[src/rtl/md_pkg.sv]
// -----------------------------------------------------------------------------
// md_pkg -- shared definitions for the iterative multiply/divide unit.
//
// Contents:
//   md_op_e      operation encodings (MULTU, MULT, DIVU, DIV)
//   md_state_e   sequencer state encoding (IDLE, CALC, FIX)
//   MD_WIDTH     default operand width
//   MD_CNT_W     iteration counter width for the default operand width
//   md_cnt_width counter width for an arbitrary operand width
// -----------------------------------------------------------------------------
package md_pkg;

  localparam int unsigned MD_WIDTH = 32;
  localparam int unsigned MD_CNT_W = $clog2(MD_WIDTH) + 1;

  // Bit 1 selects divide, bit 0 selects signed.
  typedef enum logic [1:0] {
    OP_MULTU = 2'b00,
    OP_MULT  = 2'b01,
    OP_DIVU  = 2'b10,
    OP_DIV   = 2'b11
  } md_op_e;

  typedef enum logic [1:0] {
    S_IDLE = 2'b00,
    S_CALC = 2'b01,
    S_FIX  = 2'b10
  } md_state_e;

  // One extra bit so the counter can represent WIDTH itself.
  function automatic int unsigned md_cnt_width(input int unsigned w);
    return $clog2(w) + 1;
  endfunction

endpackage : md_pkg

[src/rtl/md_step.sv]
// -----------------------------------------------------------------------------
// md_step -- one combinational iteration of the shift-based MD datapath.
//
// Multiply (is_div_i = 0): shift-and-add, LSB-first on the multiplier.
//   {acc, q} is the 2*WIDTH accumulator; q starts as the multiplier and
//   fills with product bits from the top as the multiplier shifts out.
// Divide (is_div_i = 1): restoring divide.
//   {acc, q} is {remainder, quotient}; q starts as the dividend.
//
// Ports:
//   is_div_i  1      step type: 0 multiply, 1 divide
//   acc_i     WIDTH  accumulator high half / partial remainder
//   q_i       WIDTH  multiplier-product low half / dividend-quotient
//   opnd_i    WIDTH  multiplicand or divisor (magnitude)
//   acc_o     WIDTH  next accumulator / remainder
//   q_o       WIDTH  next multiplier / quotient
// -----------------------------------------------------------------------------
module md_step #(
  parameter int unsigned WIDTH = 32
) (
  input  logic             is_div_i,
  input  logic [WIDTH-1:0] acc_i,
  input  logic [WIDTH-1:0] q_i,
  input  logic [WIDTH-1:0] opnd_i,
  output logic [WIDTH-1:0] acc_o,
  output logic [WIDTH-1:0] q_o
);

  logic [WIDTH:0] sum;
  logic [WIDTH:0] rem_sh;
  logic [WIDTH:0] diff;

  always_comb begin
    // NOTE: every output and temporary gets a default first, so no path
    // through the block leaves a value unassigned and no latch is inferred.
    acc_o  = acc_i;
    q_o    = q_i;
    sum    = '0;
    rem_sh = '0;
    diff   = '0;

    if (is_div_i) begin
      // Shifted remainder needs WIDTH+1 bits: it can reach 2*divisor-1.
      rem_sh = {acc_i, q_i[WIDTH-1]};
      diff   = rem_sh - {1'b0, opnd_i};
      // Top bit of diff is the borrow: clear means the trial subtract fits.
      if (!diff[WIDTH]) begin
        acc_o = diff[WIDTH-1:0];
        q_o   = {q_i[WIDTH-2:0], 1'b1};
      end else begin
        acc_o = rem_sh[WIDTH-1:0];
        q_o   = {q_i[WIDTH-2:0], 1'b0};
      end
    end else begin
      sum   = {1'b0, acc_i} + (q_i[0] ? {1'b0, opnd_i} : '0);
      // Shift {carry, sum, q} right by one; the sum LSB becomes a product bit.
      acc_o = sum[WIDTH:1];
      q_o   = {sum[0], q_i[WIDTH-1:1]};
    end
  end

endmodule : md_step

[src/rtl/mult_div_unit.sv]
// -----------------------------------------------------------------------------
// mult_div_unit -- iterative multiply/divide unit owning the HI/LO registers.
//
// Executes MULTU/MULT/DIVU/DIV over WIDTH datapath iterations (IDLE -> CALC
// -> FIX -> IDLE) and services MTHI/MTLO writes while idle.
//
// Ports:
//   clk      1      rising-edge clock
//   reset    1      asynchronous active-low reset
//   start    1      launch an operation (sampled only in IDLE)
//   op       2      00 MULTU, 01 MULT, 10 DIVU, 11 DIV
//   rs_data  WIDTH  multiplicand / dividend
//   rt_data  WIDTH  multiplier / divisor
//   hi_we    1      MTHI write enable (IDLE only)
//   lo_we    1      MTLO write enable (IDLE only)
//   wdata    WIDTH  MTHI/MTLO data
//   busy     1      state is not IDLE
//   done     1      one-cycle pulse after HI/LO are updated by an operation
//   hi, lo   WIDTH  HI/LO registers
// -----------------------------------------------------------------------------
module mult_div_unit
  import md_pkg::*;
#(
  parameter int unsigned WIDTH = MD_WIDTH
) (
  input  logic             clk,
  input  logic             reset,
  input  logic             start,
  input  logic [1:0]       op,
  input  logic [WIDTH-1:0] rs_data,
  input  logic [WIDTH-1:0] rt_data,
  input  logic             hi_we,
  input  logic             lo_we,
  input  logic [WIDTH-1:0] wdata,
  output logic             busy,
  output logic             done,
  output logic [WIDTH-1:0] hi,
  output logic [WIDTH-1:0] lo
);

  localparam int unsigned    CW       = md_cnt_width(WIDTH);
  localparam logic [CW-1:0]  CNT_LAST = CW'(WIDTH - 1);

  md_state_e        state_q;
  md_op_e           op_q;
  logic [WIDTH-1:0] acc_q;    // product high half / remainder
  logic [WIDTH-1:0] quo_q;    // multiplier-product low half / quotient
  logic [WIDTH-1:0] opnd_q;   // multiplicand / divisor magnitude
  logic             sq_q;     // result (product/quotient) is negative
  logic             sr_q;     // remainder is negative
  logic [CW-1:0]    cnt_q;
  logic [WIDTH-1:0] hi_q;
  logic [WIDTH-1:0] lo_q;
  logic             done_q;

  logic [WIDTH-1:0] acc_d;
  logic [WIDTH-1:0] quo_d;

  md_step #(.WIDTH(WIDTH)) u_step (
    .is_div_i (op_q[1]),
    .acc_i    (acc_q),
    .q_i      (quo_q),
    .opnd_i   (opnd_q),
    .acc_o    (acc_d),
    .q_o      (quo_d)
  );

  // Operand magnitudes and signs at launch; unsigned ops never negate.
  logic             rs_neg;
  logic             rt_neg;
  logic [WIDTH-1:0] rs_mag;
  logic [WIDTH-1:0] rt_mag;

  assign rs_neg = op[0] & rs_data[WIDTH-1];
  assign rt_neg = op[0] & rt_data[WIDTH-1];
  assign rs_mag = rs_neg ? -rs_data : rs_data;
  assign rt_mag = rt_neg ? -rt_data : rt_data;

  // Sign correction applied in FIX.
  // Signed overflow (most-negative / -1) needs no special case: the
  // magnitudes give quotient 0x80..0, remainder 0, and negating 0x80..0
  // leaves it unchanged.
  logic                 div_by_zero;
  logic [2*WIDTH-1:0]   prod_raw;
  logic [2*WIDTH-1:0]   prod_fix;
  logic [WIDTH-1:0]     quo_fix;
  logic [WIDTH-1:0]     rem_fix;

  assign div_by_zero = (opnd_q == '0);
  assign prod_raw    = {acc_q, quo_q};
  assign prod_fix    = (op_q[0] & sq_q) ? -prod_raw : prod_raw;
  assign quo_fix     = (op_q[0] & sq_q) ? -quo_q : quo_q;
  // With a zero divisor every trial subtract succeeds, so the remainder ends
  // as the dividend magnitude; re-applying its sign restores the latched
  // rs_data exactly, which is the required HI for divide-by-zero.
  assign rem_fix     = (op_q[0] & sr_q) ? -acc_q : acc_q;

  always_ff @(posedge clk or negedge reset) begin
    if (!reset) begin
      state_q <= S_IDLE;
      op_q    <= OP_MULTU;
      acc_q   <= '0;
      quo_q   <= '0;
      opnd_q  <= '0;
      sq_q    <= 1'b0;
      sr_q    <= 1'b0;
      cnt_q   <= '0;
      hi_q    <= '0;
      lo_q    <= '0;
      done_q  <= 1'b0;
    end else begin
      // NOTE: non-blocking assignments here so every register samples the
      // pre-edge values, independent of statement order in this block.
      done_q <= 1'b0;
      case (state_q)
        S_IDLE: begin
          if (hi_we) hi_q <= wdata;
          if (lo_we) lo_q <= wdata;
          if (start) begin
            op_q    <= md_op_e'(op);
            sq_q    <= rs_neg ^ rt_neg;
            sr_q    <= rs_neg;
            acc_q   <= '0;
            // Divide shifts the dividend through quo; multiply shifts the
            // multiplier through it.
            quo_q   <= op[1] ? rs_mag : rt_mag;
            opnd_q  <= op[1] ? rt_mag : rs_mag;
            cnt_q   <= '0;
            state_q <= S_CALC;
          end
        end

        S_CALC: begin
          acc_q <= acc_d;
          quo_q <= quo_d;
          cnt_q <= cnt_q + CW'(1);
          if (cnt_q == CNT_LAST) state_q <= S_FIX;
        end

        S_FIX: begin
          if (op_q[1]) begin
            hi_q <= rem_fix;
            lo_q <= div_by_zero ? '1 : quo_fix;
          end else begin
            hi_q <= prod_fix[2*WIDTH-1:WIDTH];
            lo_q <= prod_fix[WIDTH-1:0];
          end
          done_q  <= 1'b1;
          state_q <= S_IDLE;
        end

        default: state_q <= S_IDLE;
      endcase
    end
  end

  assign busy = (state_q != S_IDLE);
  assign done = done_q;
  assign hi   = hi_q;
  assign lo   = lo_q;

endmodule : mult_div_unit

[config.mk]
export PLATFORM = sky130hd
export DESIGN_NAME = mult_div_unit
export DESIGN_NICKNAME = d
export VERILOG_FILES = /design/src/rtl/md_pkg.sv /design/src/rtl/md_step.sv /design/src/rtl/mult_div_unit.sv
export SDC_FILE = /design/constraint.sdc
export NUM_CORES = 1
export LEC_CHECK = 0
export BUFFER_PORTS_ARGS = -buffer_cell sky130_fd_sc_hd__buf_2
export CAP_MARGIN = 10
export CORE_UTILIZATION = 50
export DETAILED_ROUTE_END_ITERATION = 10
export HOLD_SLACK_MARGIN = 0.1
export PLACE_DENSITY = 0.74
export SETUP_SLACK_MARGIN = 0.15
export SYNTH_ARGS = -nofsm -noshare
export SYNTH_HDL_FRONTEND = slang
export SYNTH_SLANG_ARGS = --single-unit
[constraint.sdc]
create_clock -name clk -period 8.6 [get_ports clk]
set_input_delay 0.86 -clock clk [delete_from_list [all_inputs] [get_ports clk]]
set_output_delay 0.86 -clock clk [all_outputs]
set_load 0.05 [all_outputs]
==> results.yml <==
run_status:
  outcome: "completed"
timing:
  final_max_slew_viol_count: 0
  timing_worst_slew_pin_value_ns: 1.11
  period_share: 0.506
  worst_slew_margin_rel: 0.260
  final_hold_viol_count: 0
  max_freq_mhz: 230
  finClkSkew_ns: 0.0141
  finalCriticalPeriod_ns: 4.35
  final.setup.tns_ns: 0
  setup-violations-final: 0
  hold_ws_ns: 0.313
  rsz_0062_raised_after_global_routing: "no"
cts:
  ctsLongestPathBuffers: 2
  cts-hold-fix-buffers: 0
  post_cts_resize_count: 0
  cts-htree-levels: 4
  clk_latency_ns: 0.45
  ctsRootBufferMaster: "clkbuf_16"
  postCtsSetupRepairBufs: 0
  clk_transition_reported_paths_ns: 0.07
  cts-buffers-inserted: 17
  cts.sink_count: 173
  cts_tree: "built"
setup_path:
  critical_path_required_ns: 8.87
  setup.worst_path.class: "reg2reg"
  timing.critical_path.slowest_stage_cell: "xnor2_2"
  ff2ff_setup_slack_ns: 4.25
  critical_path.reg2reg.endpoint: "acc_q[13]$_DFFE_PN0P_"
  r2r_start: "quo_q[31]$_DFFE_PN0P_"
  worstRegToRegCells: 13
  cp_slowest_stage_delay_ns: 0.75
  crit_path_cell_trace: "inv_1 > ha_1 > fa_1 > nand2b_1 > a21oi_1 > o21a_1 > a21oi_1 > o31a_1 > o21a_1 > xnor2_2 > buf_4 > mux2i_1 > o221ai_1"
  timing.critical_path.arrival_ns: 4.62
  setup.worst_path.start_class: "flip-flop"
  critical_path.endpoint_type: "flip-flop"
  critPathMaxFanout: 19
final_layout:
  antenna-diode-count: 0
  fin_nets: 2186
  num-fill-cells: 2763
  fraction_of_final_layout_cells_with_drive_strength_greater_than_1: 0.126
  number_of_cells_in_the_finished_layout_apart_from_fillers: 2415
  fin_util: 0.566
  flow.area_growth_from_synthesis_pct: 11.1
  layout.cell_area.non_filler_mm2: 0.0168
global_routing:
  antenna_violations_before_repair: 1
  overflow_left_after_global_routing: 0
  grt_use_total: 0.333
  grt_pass1_wl_um: 80400
  via_count_of_the_first_global_routing_pass: 14400
  maximum_number_of_pins_on_one_net_before_global_route_repair: 99
floorplan:
  die_w_um: 176
  die-area_mm2: 0.0309
  floorplan.initialDensity: 0.509
  core-area_mm2: 0.0296
  die_height_um: 176
  rows: 63
  top_level_ports: 169
drt:
  route.detailed.wl_per_inst_um: 21.3
  drc: 0
  totalWireLength_um: 51400
  ant_nets: 0
  drt_iter0_markers: 1510
  vias: 15600
  avgViaCountPerCell: 6.45
  drt-pass1-iter-count: 5
power_and_ir_drop:
  total_leakage_power_nw: 7.28
  power.density_cell_area_mw_per_mm2: 398
  ir_worst_vdd_mv: 0.228
synth:
  synth_enable_flop_cells: 0
  post_synthesis_average_cell_area_um2: 7.81
  synthFlopType: "dfrtp_1"
  synth.ff_latch_count: 173
  syn_area_mm2: 0.0151
  synthesis.yosys.warnings: 0
  seq_area_frac_synth: 0.287
  post_synth_num_cell_types: 83
  syn_inst: 1933
  ys_async_sr_fraction: 1.00
  syn-num-nets: 2107
run:
  max-cap-violations: 0
placed_design:
  hpwlAfterDp_um: 39500
  last_weighted_congestion_value_of_the_routability_driven_placer: 1.02
  postPlaceCellArea_mm2: 0.0161
  io_buffers: 168
  placed_cells: 2383
worst_hold_path:
  min_path_type: "in2async"
==> synthesized netlist by cell type (all sizes together) (6+ instances only) <==
| cell | n | share of area |
|---|---|---|
| xnor2 | 100 | 0.058 |
| or4 | 12 | 0.0070 |
| o22ai | 34 | 0.014 |
| a21o | 33 | 0.016 |
| dfrtp | 173 | 0.29 |
| xor2 | 72 | 0.042 |
| or2 | 10 | 0.0041 |
| a21oi | 175 | 0.058 |
| nor3 | 37 | 0.013 |
| nand4 | 10 | 0.0041 |
| inv | 57 | 0.014 |
| clkbuf | 106 | 0.026 |
| o221ai | 6 | 0.0035 |
| buf | 18 | 0.0051 |
| nand3 | 35 | 0.012 |
| o31ai | 24 | 0.013 |
| a22oi | 24 | 0.012 |
| and3 | 26 | 0.011 |
| nor2 | 169 | 0.042 |
| ha | 69 | 0.057 |
| o31a | 6 | 0.0035 |
| o21ai | 185 | 0.061 |
| nand2b | 24 | 0.0099 |
| or3 | 29 | 0.012 |
| mux2i | 59 | 0.039 |
| nor4 | 28 | 0.013 |
| a211oi | 46 | 0.023 |
| o21a | 10 | 0.0050 |
| and2 | 16 | 0.0066 |
| o211ai | 37 | 0.018 |
| nand2 | 198 | 0.049 |
| o41ai | 12 | 0.0070 |
| a31oi | 26 | 0.012 |
==> state kept, by name, indices dropped and copies added (netlist names) <==
register	count
sq_q	1
op_q	2
quo_q	32
opnd_q	32
lo	32
sr_q	1
hi	32
state_q	2
acc_q	32
done	1
cnt_q	6
==> worst max-delay path, delay by kind of cell (launching register included) <==
| kind | cells | cell delay [ns] |
|---|---|---|
| AO/OA/AOI/OAI | 6 | 1.34 |
| XOR/XNOR | 1 | 0.75 |
| adder cells (fa/ha/maj) | 2 | 0.66 |
| buffers and inverters | 2 | 0.58 |
| flip-flops | 1 | 0.41 |
| multiplexers | 1 | 0.23 |
| AND/OR/NAND/NOR | 1 | 0.19 |
==> placed cells by master (no fill, tap or decap), types with 34 or more instances in the layout <==
cell,count
nand2_1,197
a21oi_1,175
dfrtp_1,172
nor2_1,167
buf_2,167
o21ai_0,165
xnor2_1,99
xor2_1,72
ha_1,69
mux2i_1,59
inv_1,56
a211oi_1,46
o211ai_1,37
nor3_1,35
nand3_1,34
o22ai_1,34
==> per-layer routing <==
layer  track usage  part of all wire
met1         0.463              0.42
met2         0.507              0.43
met4         0.145             0.044
met3        0.0580              0.10
met5             0                 0
==> worst max path at each step <==
stage | startpoint | end | slack [ns]
final | quo_q[31]$_DFFE_PN0P_ | acc_q[13]$_DFFE_PN0P_ | 4.25
after global routing | acc_q[0]$_DFFE_PN0P_ | acc_q[13]$_DFFE_PN0P_ | 4.00
after CTS | quo_q[31]$_DFFE_PN0P_ | acc_q[13]$_DFFE_PN0P_ | 4.28
after detailed placement | acc_q[0]$_DFFE_PN0P_ | acc_q[13]$_DFFE_PN0P_ | 4.33
after global placement | acc_q[0]$_DFFE_PN0P_ | acc_q[17]$_DFFE_PN0P_ | 4.45
after floorplan | acc_q[0]$_DFFE_PN0P_ | acc_q[13]$_DFFE_PN0P_ | 5.31
==> power breakdown <==
| part | internal [mW] | switching, mW |
|---|---|---|
| logic | 1.56 | 2.53 |
| registers | 1.12 | 0.563 |
| clock network | 0.512 | 0.374 |
==> cells by family after synthesis <==
| family | synth area share |
|---|---|
| buf+inv | 0.0461 |
| simple gates | 0.195 |
| compound gates | 0.270 |
| mux | 0.0421 |
| xor+xnor | 0.0998 |
| flops | 0.287 |
| fa+ha+maj | 0.0598 |
==> area by class of cell <==
type                    count  area [um^2]  share of cell area
multi-input cells        1577        10100               0.603
flip-flops and latches    173         4330               0.258
repair buffers            184          967              0.0577
well taps                 390          488              0.0291
clock buffers              20          457              0.0272
inverters                  59          221              0.0132
clock inverters            12          196              0.0117
==> metrics by stage <==
| stage | worst slack [ns] | total power [mW] |
|---|---|---|
| 2_1_floorplan | 5.31 | 4.53 |
| 3_3_place_gp | 4.45 | 5.57 |
| 3_5_place_dp | 4.33 | 5.66 |
| 4_1_cts | 4.28 | 6.55 |
| 5_1_grt | 4.00 | 7.07 |
| 6_report | 4.25 | 6.67 |
(Power assumes the default switching activity.)
